--- src/rtl/pi_out_sched_pkg.sv ---
// Shared constants and helpers for the pi switch output scheduler.
//   DEFAULT_VC_W    : default number of virtual channels
//   DEFAULT_CREDITS : default downstream buffer depth per VC
//   vc_of()         : VC of a flat requester index (idx = dir*VC_W + vc)
package pi_out_sched_pkg;

   localparam int unsigned DEFAULT_VC_W    = 2;
   localparam int unsigned DEFAULT_CREDITS = 4;

   // VC is preserved through the switch, so a requester's VC is its low index digit
   function automatic int unsigned vc_of(input int unsigned idx, input int unsigned vc_w);
      return idx % vc_w;
   endfunction

endpackage

--- src/rtl/pi_rr_arb.sv ---
// Combinational masked-priority round-robin arbiter.
//   req        : request vector
//   ptr        : highest-priority index this cycle
//   gnt_onehot : one-hot grant (zero when no request)
//   gnt_idx    : binary index of the grant (zero when no request)
//   any        : at least one request present
module pi_rr_arb #(
   parameter int unsigned N = 6
) (
   input  logic [N-1:0]         req,
   input  logic [$clog2(N)-1:0] ptr,
   output logic [N-1:0]         gnt_onehot,
   output logic [$clog2(N)-1:0] gnt_idx,
   output logic                 any
);

   localparam int unsigned IW = $clog2(N);

   logic [N-1:0] req_hi;
   logic [N-1:0] pick_src;

   // Prefer requests at or above ptr; otherwise wrap to the lowest request
   always_comb begin
      req_hi     = req & ~((N'(1) << ptr) - N'(1));
      pick_src   = (req_hi != '0) ? req_hi : req;
      gnt_onehot = pick_src & (~pick_src + N'(1));
      any        = |req;
      gnt_idx    = '0;
      for (int unsigned i = 0; i < N; i++) begin
         if (gnt_onehot == (N'(1) << i)) gnt_idx = IW'(i);
      end
   end

endmodule

--- src/rtl/pi_out_sched.sv ---
// Per-output-port scheduler: round-robin among (dir, VC) requesters, gated by
// per-VC downstream credits. Grant is combinational (same-cycle payload).
//   clk, rst  : clock, asynchronous active-low reset
//   req_v     : request valid per flat requester (idx = dir*VC_W + vc)
//   req_bp    : backpressure, low only on the requester granted this cycle
//   cred_ret  : one credit returned per VC per cycle
//   sel       : output mux select (flat index of the grant, 0 when idle)
//   o_v       : output valid, one-hot on the granted VC
//   cred      : current credit counters, VC v at [v*CRED_W +: CRED_W]
//   err       : sticky credit-overflow flag
module pi_out_sched
   import pi_out_sched_pkg::*;
#(
   parameter int unsigned NUM_DIR = 3,
   parameter int unsigned VC_W    = DEFAULT_VC_W,
   parameter int unsigned CREDITS = DEFAULT_CREDITS
) (
   input  logic                                  clk,
   input  logic                                  rst,
   input  logic [NUM_DIR*VC_W-1:0]               req_v,
   output logic [NUM_DIR*VC_W-1:0]               req_bp,
   input  logic [VC_W-1:0]                       cred_ret,
   output logic [$clog2(NUM_DIR*VC_W)-1:0]       sel,
   output logic [VC_W-1:0]                       o_v,
   output logic [VC_W*$clog2(CREDITS+1)-1:0]     cred,
   output logic                                  err
);

   localparam int unsigned N_REQ  = NUM_DIR * VC_W;
   localparam int unsigned SEL_W  = $clog2(N_REQ);
   localparam int unsigned CRED_W = $clog2(CREDITS + 1);

   // Requesters belonging to VC v
   function automatic logic [N_REQ-1:0] vc_mask(input int unsigned v);
      logic [N_REQ-1:0] m;
      m = '0;
      for (int unsigned i = 0; i < N_REQ; i++) begin
         if (vc_of(i, VC_W) == v) m = m | (N_REQ'(1) << i);
      end
      return m;
   endfunction

   logic [SEL_W-1:0] ptr_q;
   logic [SEL_W-1:0] gnt_idx;
   logic [N_REQ-1:0] eligible;
   logic [N_REQ-1:0] gnt_onehot;
   logic             gnt_any;
   logic [VC_W-1:0]  ovf;
   logic             err_q;

   // Eligibility; holding reset low forces every output idle
   for (genvar i = 0; i < N_REQ; i++) begin : g_req
      localparam int unsigned VC = vc_of(i, VC_W);
      assign eligible[i] = rst & req_v[i] & (cred[VC*CRED_W +: CRED_W] != '0);
   end

   pi_rr_arb #(.N(N_REQ)) u_arb (
      .req        (eligible),
      .ptr        (ptr_q),
      .gnt_onehot (gnt_onehot),
      .gnt_idx    (gnt_idx),
      .any        (gnt_any)
   );

   assign sel    = gnt_idx;
   assign req_bp = ~gnt_onehot;

   // Per-VC output valid and credit counter
   for (genvar v = 0; v < VC_W; v++) begin : g_vc
      localparam logic [N_REQ-1:0] MASK = vc_mask(v);
      logic [CRED_W-1:0] cnt_q;

      assign o_v[v] = |(gnt_onehot & MASK);
      assign ovf[v] = cred_ret[v] & ~o_v[v] & (cnt_q == CRED_W'(CREDITS));
      assign cred[v*CRED_W +: CRED_W] = cnt_q;

      always_ff @(posedge clk or negedge rst) begin
         if (!rst) begin
            cnt_q <= CRED_W'(CREDITS);
         end else begin
            case ({o_v[v], cred_ret[v]})
               2'b10:   cnt_q <= cnt_q - CRED_W'(1);
               2'b01:   if (cnt_q != CRED_W'(CREDITS)) cnt_q <= cnt_q + CRED_W'(1);
               default: cnt_q <= cnt_q;
            endcase
         end
      end
   end

   // Round-robin pointer: next priority goes to the index after the grant
   always_ff @(posedge clk or negedge rst) begin
      if (!rst) begin
         ptr_q <= '0;
      end else if (gnt_any) begin
         ptr_q <= (gnt_idx == SEL_W'(N_REQ - 1)) ? '0 : gnt_idx + SEL_W'(1);
      end
   end

   // Sticky overflow flag
   always_ff @(posedge clk or negedge rst) begin
      if (!rst)      err_q <= 1'b0;
      else if (|ovf) err_q <= 1'b1;
   end

   assign err = err_q;

endmodule
--- config.mk ---
export PLATFORM = sky130hd
export DESIGN_NAME = pi_out_sched
export DESIGN_NICKNAME = d
export VERILOG_FILES = /design/src/rtl/pi_out_sched_pkg.sv /design/src/rtl/pi_rr_arb.sv /design/src/rtl/pi_out_sched.sv
export SDC_FILE = /design/constraint.sdc
export NUM_CORES = 1
export LEC_CHECK = 0
export BUFFER_PORTS_ARGS = -buffer_cell sky130_fd_sc_hd__clkbuf_2
export CAP_MARGIN = 10
export CORE_UTILIZATION = 56
export DETAILED_ROUTE_END_ITERATION = 10
export PLACE_DENSITY = 0.81
export SYNTH_ARGS = -nofsm -noshare
export SYNTH_HDL_FRONTEND = slang
export SYNTH_SLANG_ARGS = --single-unit
--- constraint.sdc ---
create_clock -name clk -period 6.27 [get_ports clk]
set_input_delay 1.254 -clock clk [delete_from_list [all_inputs] [get_ports clk]]
set_output_delay 1.254 -clock clk [all_outputs]
set_load 0.005 [all_outputs]
Yosys cells after proc, flatten, opt, wreduce, memory -nomap -nowiden
Cells that the tools add are included.

storage, ports and cells
  RAM bits = 0
  output and inout port bits = 18
  input bits = 10
  memories kept = 0
  bits in read-only memories = 0
  logic and storage cells = 73
  bits in latches = 0
  bits in registers = 10

cells by class
  equal/unequal tests = 16
  shift operators = 1
  bitwise gates (word level) = 23
  order comparisons = 0
  div/mod/pow operators = 0
  mux-type cells = 11
  reductions and logical operators = 11
  multiply operators = 0
  add/sub/neg operators = 7

operators with widths
  operator                                                                number
  6-bit NOT                                                               3
  1-bit AND                                                               16
  3-bit two-way mux                                                       5
  6-bit AND                                                               2
  3-bit one-hot mux with 2 select lines                                   2
  3-bit by 1-bit adder with 3-bit output (second input constant)          3
  3-bit equality test (second input constant)                             3
  6-bit by 1-bit adder with 6-bit output (second input constant)          1
  6-bit by 2-bit equality test with 1-bit output (second input constant)  1
  6-bit by 3-bit equality test with 1-bit output (second input constant)  1
  6-bit by 4-bit equality test with 1-bit output (second input constant)  1
  6-bit by 5-bit equality test with 1-bit output (second input constant)  1
  6-bit equality test (second input constant)                             1
  6-bit two-way mux                                                       1
  3-bit inequality test (second input constant)                           2
  3-bit nonzero test                                                      2
  6-bit nonzero test                                                      1
  3-bit OR reduction                                                      2
  6-bit OR reduction                                                      1
  1-bit by 3-bit << shifter with 6-bit output (first input constant)      1
  3-bit by 1-bit subtractor with 3-bit output (second input constant)     2
  6-bit by 1-bit subtractor with 6-bit output (second input constant)     1
  2-bit by 1-bit equality test with 1-bit output (second input constant)  2
  2-bit equality test (second input constant)                             2
  other kinds (7)                                                         12

Longest topological paths before layout
Gate-level depths: netlist (run 1).

  depth in word-level cells = 17
  gate-level depth with buffers = 12
  depth with buffers taken out = 11

By module
From an unflattened synthesis (run 1), not the netlist that was laid out.

second synthesis, totals
  cell total of the unflattened synthesis = 115
  area total of the unflattened synthesis = 937.1 µm²

modules (own cells, without submodules)
  module        sequential area each (µm²)  cells an instance  instances  area each (µm²)
  pi_out_sched  252.7                       70                 1          651.9
  pi_rr_arb     0.0                         45                 1          285.3

Worst setup path before layout (run 1)
No wires, ideal clock.

  path kind = in2out
  start point = input req_v[0]
  end point = output sel[2]
  stages on the path = 6
  required time = 5.016 ns
  data arrival time = 2.657 ns
  buffers on the path = 0
  path slack = 2.359 ns
  path through = nor2b_1 -> o21bai_1 -> a221oi_2 -> a2111oi_4 -> nor4_2 -> a21boi_0

on the way
  word-level cells in the longest chain between the ends = 11
  elaborated cells on any way between the ends = 12
  those cells by class = 1 x add/sub; 2 x eq/ne; 3 x mux; 5 x bitwise; 1 x reduce/logical

ends and longest elaborated chain
  item                                            line                RTL
  start: declaration                              pi_out_sched.sv:20  input logic [NUM_DIR*VC_W-1:0] req_v,
  1-bit AND (*) (2 in series)                     pi_out_sched.sv:54  assign eligible[i] = rst & req_v[i] & (cred[VC*CRED_W +: CRED_W] != '0);
  6-bit AND                                       pi_rr_arb.sv:24     req_hi = req & ~((N'(1) << ptr) - N'(1));
  6-bit nonzero test                              pi_rr_arb.sv:25     pick_src = (req_hi != '0) ? req_hi : req;
  6-bit two-way mux (*)                           pi_rr_arb.sv:25
  6-bit NOT                                       pi_rr_arb.sv:26     gnt_onehot = pick_src & (~pick_src + N'(1));
  6-bit by 1-bit adder with 6-bit output          pi_rr_arb.sv:26
  6-bit AND (*)                                   pi_rr_arb.sv:26
  6-bit by 5-bit equality test with 1-bit output  pi_rr_arb.sv:30     if (gnt_onehot == (N'(1) << i)) gnt_idx = IW'(i);
  3-bit two-way mux                               pi_rr_arb.sv:30
  3-bit two-way mux (*)                           pi_rr_arb.sv:30
  end: declaration                                pi_out_sched.sv:23  output logic [$clog2(NUM_DIR*VC_W)-1:0] sel,

Mark *: on every way between the ends. The rest lies on a longest branch, timed or not.

Final worst setup path (run 1)
  start point = input rst
  end point = output sel[2]

on the way
  word-level cells in the longest chain between the ends = 11
  elaborated cells on any way between the ends = 22
  those cells by class = 1 x add/sub; 2 x eq/ne; 3 x mux; 15 x bitwise; 1 x reduce/logical

ends and longest elaborated chain
  item                                            line                RTL
  start: declaration                              pi_out_sched.sv:19  input logic rst,
  1-bit AND (2 in series)                         pi_out_sched.sv:54
  6-bit AND                                       pi_rr_arb.sv:24
  6-bit nonzero test                              pi_rr_arb.sv:25
  6-bit two-way mux (*)                           pi_rr_arb.sv:25
  6-bit NOT                                       pi_rr_arb.sv:26
  6-bit by 1-bit adder with 6-bit output          pi_rr_arb.sv:26
  6-bit AND (*)                                   pi_rr_arb.sv:26
  6-bit by 5-bit equality test with 1-bit output  pi_rr_arb.sv:30
  3-bit two-way mux                               pi_rr_arb.sv:30
  3-bit two-way mux (*)                           pi_rr_arb.sv:30

Marked as above.

==> impl_metrics.toml, run 1 <==
[global_routing]
grt_antenna_before_repair = 0
grt_first_pass_wirelength_um = 3898
grtUsageTotal_pct = 25.62
grt_pass1_vias = 922
overflow = 0
grt_max_degree = 17

[pwr]
power.density_nw_per_um2 = 450.8
p_leak_nw = 0.5269
finalPower_w = 0.0005663
peakVddDrop_mv = 0.2641

[detailed_routing]
ant_nets = 0
routedWlPerCell_um = 13.88
route.detailed.drc = 0
vias = 1046
drt_pass1_iterations = 4
vias_per_cell = 5.943
first_iter_violations = 3
wirelength_um = 2443

[clocking]
path_clk_slew_ns = 0.06
post_cts_buffers = 0
tritoncts = "built"
cts_buffers = 3
cts_max_path_buffers = 2
cts_resized = 0
h-tree-depth = 1
insertion_delay_ns = 0.25
ctsHoldBuffers = 0
root_buffer = "clkbuf_4"
clock_sinks = 10

[placed_design]
portBuffers = 27
post-place-ws_ns = 1.764
dp_hpwl_um = 2002
gp_congestion = 0.8819

[cells_and_area]
syn2layout_area_growth_pct = 15.93
multiInputGateArea_um2 = 774.5
layout.nets = 165
num_antenna_cells = 0
drive_above_1_share_pct = 31.79
register_area_um2 = 252.7
fill_cells = 159
final_common_cell = "clkbuf_2"
final_cell_mix = "27 x clkbuf_2, 14 x nand2_1, 10 x nor2_1"

[synth]
syn-num-nets = 138
synth.distinct_cells = 55
syn_area_um2 = 1084
yosysTopAreaCell = "dfrtp_1"
ys_seq_elements = 10
synthCells = 125
ys_seq_area_share_pct = 23.33
avgSynthCellArea_um2 = 8.668
ys_warn_count = 0
netlist.area_leader.share_pct = 18.48
netlist_top_cells_area = "dfrtp_1 18%, dfstp_2 4.8%, nand2_1 4.8%"

[timing]
worst_slew_pin_slew_ns = 0.7939
clock_skew_ns = 0.0006164
fmax_mhz = 222.7
setup_violations = 0
finalCritPeriodShare_pct = 71.61
finalSetupTns_ns = 0
slew_violations = 0
hold_viol = 0
period_needed_ns = 4.490
rsz0062_at_grt = "false"
fin_ws_ns = 1.780
max-slew-margin-rel_pct = 46.40

[worst_setup_path]
critPathKind = "in -> out"
cp_common_cell = "clkbuf_2"
crit_chain = "clkbuf_2, o31a_1, nand2_1, a21oi_1, a2111oi_4, nor4_2, a21boi_0, clkbuf_2"
max_stage_delay_ns = 0.54
crit_start = "rst"
critPathCaptureType = "primary output"
crit_required_ns = 5.02
critPathTopFamily = "compound AO/OA/AOI/OAI gates"
cpMaxStageDelayCell = "nor4_2"
worst_ep_arrival_time_ns = 3.24
cp.buffers_inverters = 2
startpoint_type = "input pin"
r2r-start = "g_vc[1].cnt_q[2]$_DFFE_PN1P_"
crit_path_max_fanout = 16

[floorplan]
core_area_um2 = 1764
fp.dieW_um = 45.99
fp-row-count = 15
io-pin-count = 28
die_area_um2 = 2115
initial_core_util_pct = 61.42
die_height_um = 45.99

[min_path]
min-delay-path-class = "reg -> reg"
hold_start = "err$_DFFE_PN0P_"

[run]
drv_cap = 0

[run_status]
status = "finished clean"
==> power by group <==
| part | switching [W] | total (W) | internal (W) |
|---|---|---|---|
| clock network | 0.0000198 | 0.0000550 | 0.0000352 |
| registers | 0.0000775 | 0.000177 | 0.0000994 |
| logic | 0.000171 | 0.000334 | 0.000164 |
| total | 0.000268 | 0.000566 | 0.000298 |
==> layer usage <==
layer / share of wire, % / track usage (%)
met5: 0 / 0
met4: 0.41 / 8.235
met3: 2.6 / 1.587
met2: 50 / 44.23
met1: 47 / 33.74
==> cell type report <==
class | count | share of cell area (%)
clock buffers | 4 | 2.888
inverters | 7 | 2.092
multi-input cells | 103 | 61.65
flip-flops and latches | 10 | 20.12
well taps | 25 | 2.490
repair buffers | 27 | 10.76
==> sequential cells by signal (all words and copies together) (netlist names) <==
| signal | count |
|---|---|
| err | 1 |
| g_vc.cnt_q | 6 |
| ptr_q | 3 |
==> path summary, 6_finish.rpt <==
check,slack [ns],to,cells past startpoint
worst max register to register,3.00,g_vc[0].cnt_q[2]$_DFFE_PN1P_,9
worst min register to register,0.51,err$_DFFE_PN0P_,2
min in group asynchronous,0.91,g_vc[1].cnt_q[1]$_DFFE_PN0P_,1
worst max-delay path,1.78,sel[2],8
worst min-delay path,0.51,err$_DFFE_PN0P_,2
max in group asynchronous,5.04,g_vc[0].cnt_q[2]$_DFFE_PN1P_,1
==> synth_stat cells, drive strengths merged <==
master	n
a2111oi	1
a211oi	2
a21boi	2
a21o	1
a21oi	11
a221o	1
a221oi	1
a22o	2
a2bb2oi	1
a311o	1
a41oi	1
and3	2
and4b	1
buf	4
clkbuf	1
dfrtp	8
dfstp	2
fa	2
ha	1
inv	7
mux2	1
mux2i	1
nand2	14
nand2b	3
nand4	1
nand4b	1
nand4bb	1
nor2	10
nor2b	5
nor3	2
nor4	2
o2111ai	2
o21a	1
o21ai	4
o21bai	3
o22a	1
o22ai	1
o311ai	3
o31a	3
o31ai	4
or2	2
or2b	1
or3	4
or4	1
xnor2	2
==> cell families (layout without fill, tap and decap cells) <==
logic type	Yosys count	after routing	share of synthesized area [%]
compound gates	46	46	37.18
mux	2	2	1.963
xor+xnor	2	2	1.617
flops	10	10	23.33
fa+ha+maj	3	3	4.850
buf+inv	12	38	5.196
simple gates	50	50	25.87
==> worst min-delay path, cell delays in order (launching register included) <==
cell and delay (ns):
dfrtp_1 0.36, a41oi_1 0.05, o21ai_1 0.06
==> through the flow <==
| step | cell area, µm² | std cells | hold WS (ns) | utilization (%) |
|---|---|---|---|---|
| final | 1256 | 176 | 0.5065 | 71.21 |
| after detailed placement | 1220 | 172 | 0.4928 | 69.15 |
| after CTS | 1256 | 176 | 0.5096 | 71.21 |
| after global placement | 1220 | 172 | 0.4889 | 69.15 |
| after floorplan | 1084 | 125 | 0.4773 | - |
| after global routing | 1256 | 176 | 0.5227 | 71.21 |
(Power assumes the default switching activity.)
==> run 2: changes to the inputs <==
Settings changed: CORE_UTILIZATION 56 to 47, PLACE_DENSITY 0.81 to 0.72.
Clock period 6.27 ns to 3.8 ns, I/O delays scaled along.
==> run 2 against run 1 <==
Against the previous run: core utilization shrank 14 points; combinational power increased by 65%; power grew 60%; largest cell class unchanged; largest power group unchanged.
==> impl_metrics.toml, run 2 (synthesis results as in run 1) <==
[run_status]
status = "finished clean"

[timing]
rsz0062_at_grt = "false"
clock_skew_ns = 0.001097
period_needed_ns = 3.458
max-slew-margin-rel_pct = 49.43
finalSetupTns_ns = 0
fmax_mhz = 289.2
fin_ws_ns = 0.3422
hold_viol = 0
setup_violations = 0
slew_violations = 0
finalCritPeriodShare_pct = 90.99
worst_slew_pin_slew_ns = 0.7490

[floorplan]
io-pin-count = 28
core_area_um2 = 2191
fp-row-count = 17
die_area_um2 = 2502
fp.dieW_um = 50.02
initial_core_util_pct = 49.46
die_height_um = 50.02

[worst_setup_path]
worst_ep_arrival_time_ns = 2.70
r2r_end = "g_vc[0].cnt_q[2]$_DFFE_PN1P_"
crit_start = "rst"
max_stage_delay_ns = 0.55
critPathCaptureType = "primary output"
r2r-start = "g_vc[0].cnt_q[0]$_DFFE_PN0P_"
crit_end = "sel[2]"
cp_common_cell = "clkbuf_2"
cp.buffers_inverters = 2
rrSetupSlack_ns = 0.83
cp_num_cells = 7
startpoint_type = "input pin"
crit_chain = "clkbuf_2, o31ai_2, a221oi_2, a2111oi_4, nor4_2, a21boi_0, clkbuf_2"
critPathKind = "in -> out"
reg2regPathDepth = 8
crit_required_ns = 3.04
critPathTopFamily = "compound AO/OA/AOI/OAI gates"
cpMaxStageDelayCell = "nor4_2"
crit_path_max_fanout = 10

[clocking]
cts_resized = 0
ctsHoldBuffers = 0
clock_sinks = 10
path_clk_slew_ns = 0.06
insertion_delay_ns = 0.25
cts_max_path_buffers = 2
cts_buffers = 3
h-tree-depth = 1
tritoncts = "built"
root_buffer = "clkbuf_4"
post_cts_buffers = 0

[global_routing]
overflow = 0
grt_pass1_vias = 992
grt_max_degree = 13
grtUsageTotal_pct = 21.86
grt_antenna_before_repair = 0
grt_first_pass_wirelength_um = 4215

[placed_design]
post-place-ws_ns = 0.3414
portBuffers = 27
dp_hpwl_um = 1944
gp_congestion = 0.8949
numPlacedInstances = 177

[detailed_routing]
first_iter_violations = 7
vias_per_cell = 5.939
routedWlPerCell_um = 13.41
drt_pass1_iterations = 4
route.detailed.drc = 0
wirelength_um = 2414
vias = 1069
ant_nets = 0

[cells_and_area]
num_antenna_cells = 0
final_cell_mix = "27 x clkbuf_2, 14 x nand2_1, 10 x nor2_1"
post-route-util_pct = 57.57
max_flop_register = "g_vc.cnt_q"
drive_above_1_share_pct = 32.24
final_common_cell = "clkbuf_2"
syn2layout_area_growth_pct = 16.40
layout.nets = 167
largest_reg_flops = 6
stdcell_count = 180

[pwr]
power.density_nw_per_um2 = 720.4
peakVddDrop_mv = 0.4186
p_leak_nw = 0.5291

[min_path]
min-delay-path-class = "in -> async"

[run]
drv_cap = 0
==> run 2: cell type report <==
cell class / count / area (µm²)
Inverter: 7 / 26.28
Multi-Input combinational cell: 103 / 774.5
Sequential cell: 10 / 252.7
Fill cell: 209 / 929.6
Clock buffer: 3 / 22.52
Tap cell: 28 / 35.03
Timing Repair Buffer: 29 / 150.1
==> run 2: worst reg2reg max path, stage by stage, from the launching register on <==
cell      delay, ns
dfrtp_1        0.49
o31ai_2        0.48
a221oi_2       0.13
o31a_1         0.41
a21oi_2        0.18
nand2_1        0.08
fa_1           0.42
or3_1          0.39
a311o_1        0.31
==> run 2: per-stage QoR <==
stage	hold slack [ns]	instance area (µm²)	total power [W]
after detailed placement	0.4928	1239	0.0008464
after global placement	0.4864	1239	0.0008290
after global routing	0.3588	1261	0.001011
after floorplan	0.4644	1084	0.0006905
after CTS	0.3582	1261	0.0009179
final	0.3687	1261	0.0009086
==> run 2: how the worst min path moves through the flow <==
stage | start | endpoint | cells after the start
6_report | rst | ptr_q[2]$_DFFE_PN0P_ | 1
3_5_place_dp | err$_DFFE_PN0P_ | err$_DFFE_PN0P_ | 2
2_1_floorplan | rst | err$_DFFE_PN0P_ | 0
5_1_grt | rst | ptr_q[2]$_DFFE_PN0P_ | 1
3_3_place_gp | err$_DFFE_PN0P_ | err$_DFFE_PN0P_ | 2
4_1_cts | rst | ptr_q[2]$_DFFE_PN0P_ | 1
==> run 2: metal layers <==
metal	vias up	track usage [%]	part of all wire, %
met5	-	0	0
met4	0	10.95	0.66
met3	2	0.9259	1.5
met2	14	36.22	50
met1	526	28.57	48
li1	527	-	-
==> run 2: power by group <==
| part | internal (W) | switching, W | leakage [nW] |
|---|---|---|---|
| combinational | 0.000275 | 0.000278 | 0.402 |
| sequential | 0.000164 | 0.000126 | 0.114 |
| clock | 0.0000362 | 0.0000297 | 0.0138 |
==> run 3: changes to the inputs <==
Settings changed: SETUP_SLACK_MARGIN set to 0.4.
==> run 3 against run 2 <==
Against the previous run: setup slack gained 0.18 ns; hold slack gained 0.00057 ns; power grew 1.9%; core utilization grew 1.1 points; sequential share of layout area shrank 0.37 points; cell count grew 1.1%; critical path depth is the same; routed wire length grew 0.87%; fmax grew 5.5%; critical path type unchanged.
==> impl_metrics.toml, run 3 (synthesis results as in run 1) <==
[clocking]
insertion_delay_ns = 0.25
path_clk_slew_ns = 0.06
tritoncts = "built"
h-tree-depth = 1
clock_sinks = 10
cts_buffers = 3
ctsHoldBuffers = 0
cts_max_path_buffers = 2
root_buffer = "clkbuf_4"

[detailed_routing]
vias = 1089
routedWlPerCell_um = 13.38
first_iter_violations = 9
vias_per_cell = 5.984
route.detailed.drc = 0
drt_pass1_iterations = 4
wirelength_um = 2435
ant_nets = 0

[cells_and_area]
num_antenna_cells = 0
fin_area_um2 = 1285
syn2layout_area_growth_pct = 18.59
final_common_cell = "clkbuf_2"
final_cell_mix = "27 x clkbuf_2, 14 x nand2_1, 10 x nor2_1"
fill_cells = 206
largest_reg_flops = 6
drive_above_1_share_pct = 33.12
multiInputGateArea_um2 = 783.3
register_area_um2 = 252.7
layout.nets = 169
max_flop_register = "g_vc.cnt_q"

[min_path]
min-delay-path-class = "in -> async"

[worst_setup_path]
critPathCaptureType = "primary output"
crit_required_ns = 3.04
startpoint_type = "input pin"
worst_ep_arrival_time_ns = 2.52
cp_common_cell = "clkbuf_2"
crit_chain = "clkbuf_2, o311ai_1, o2111ai_2, a21oi_2, or4_4, a21oi_4, clkbuf_2"
crit_path_max_fanout = 10
max_stage_delay_ns = 0.52
critPathKind = "in -> out"
cpMaxStageDelayCell = "or4_4"

[placed_design]
portBuffers = 27
gp_congestion = 0.8949
dpl_cell_area_um2 = 1239
dp_hpwl_um = 1944

[global_routing]
grtUsageTotal_pct = 21.92
overflow = 0
grt_antenna_before_repair = 0
grt_max_degree = 13
grt_pass1_vias = 994
grt_first_pass_wirelength_um = 4229

[floorplan]
core_area_um2 = 2191
io-pin-count = 28
fp.dieW_um = 50.02
fp-row-count = 17
die_area_um2 = 2502
initial_core_util_pct = 49.46
die_height_um = 50.02

[run_status]
status = "finished clean"

[timing]
fmax_mhz = 305.0
hold_viol = 0
max-slew-margin-rel_pct = 49.42
finalCritPeriodShare_pct = 86.28
finalSetupTns_ns = 0
slew_violations = 0
setup_violations = 0
period_needed_ns = 3.279
rsz0062_at_grt = "true"
clock_skew_ns = 0.001121
worst_slew_pin_slew_ns = 0.7492

[run]
drv_cap = 0

[pwr]
power.density_nw_per_um2 = 720.8
peakVddDrop_mv = 0.4185
p_leak_nw = 0.5425
==> run 3: routing by layer <==
layer / up-vias / routed length (µm) / global-route usage (%)
met4: 0 / 16 / 10.95
met5: - / 0 / 0
met3: 2 / 44 / 0.9259
met1: 538 / 1151 / 28.76
met2: 19 / 1223 / 36.22
li1: 530 / - / -
==> run 3: power by group <==
part           total (W)  switching, W  internal, W
clock          0.0000659     0.0000297    0.0000362
sequential      0.000291      0.000127     0.000164
combinational   0.000569      0.000283     0.000286
total           0.000926      0.000440     0.000486
==> run 3: cell type report <==
class,instances,area share (%)
repair buffers,31,12.85
multi-input cells,103,60.95
inverters,7,2.045
flip-flops and latches,10,19.67
well taps,28,2.726
clock buffers,3,1.753
==> run 3: stage by stage <==
stage	hold slack (ns)	total power, W	util [%]	cells	setup slack (ns)
3_3_place_gp	0.4864	0.0008290	56.54	177	0.3738
6_report	0.3693	0.0009262	58.65	182	0.5215
3_5_place_dp	0.4928	0.0008464	56.54	177	0.3414
5_1_grt	0.3588	0.001028	58.65	182	0.3910
2_1_floorplan	0.4644	0.0006905	-	125	0.7231
4_1_cts	0.3582	0.0009254	57.97	180	0.4371
==> run 3: path summary, 6_finish.rpt <==
kind	start	end	slack [ns]	cells after the start
worst max-delay path	rst	o_v[1]	0.52	7
worst min-delay path	rst	ptr_q[2]$_DFFE_PN0P_	0.37	1
worst max register to register	g_vc[0].cnt_q[0]$_DFFE_PN0P_	g_vc[1].cnt_q[2]$_DFFE_PN1P_	0.73	12
worst min register to register	err$_DFFE_PN0P_	err$_DFFE_PN0P_	0.49	2
max in group asynchronous	rst	g_vc[0].cnt_q[2]$_DFFE_PN1P_	2.96	2
min in group clk	err$_DFFE_PN0P_	err$_DFFE_PN0P_	0.49	2
==> run 3: what timing repair did <==
| item | CTS | global route |
|---|---|---|
| pin swaps | 0 | 2 |
| cloned | 0 | 0 |
| setup endpoints to repair | 1 | 4 |
| buffers inserted | 0 | 2 |
| gates resized for setup | 1 | 0 |
==> run 3: worst max-delay path: cells and delay by family <==
family	cells	cell delay [ns]
compound gates	4	0.82
buf+inv	2	0.40
simple gates	1	0.52
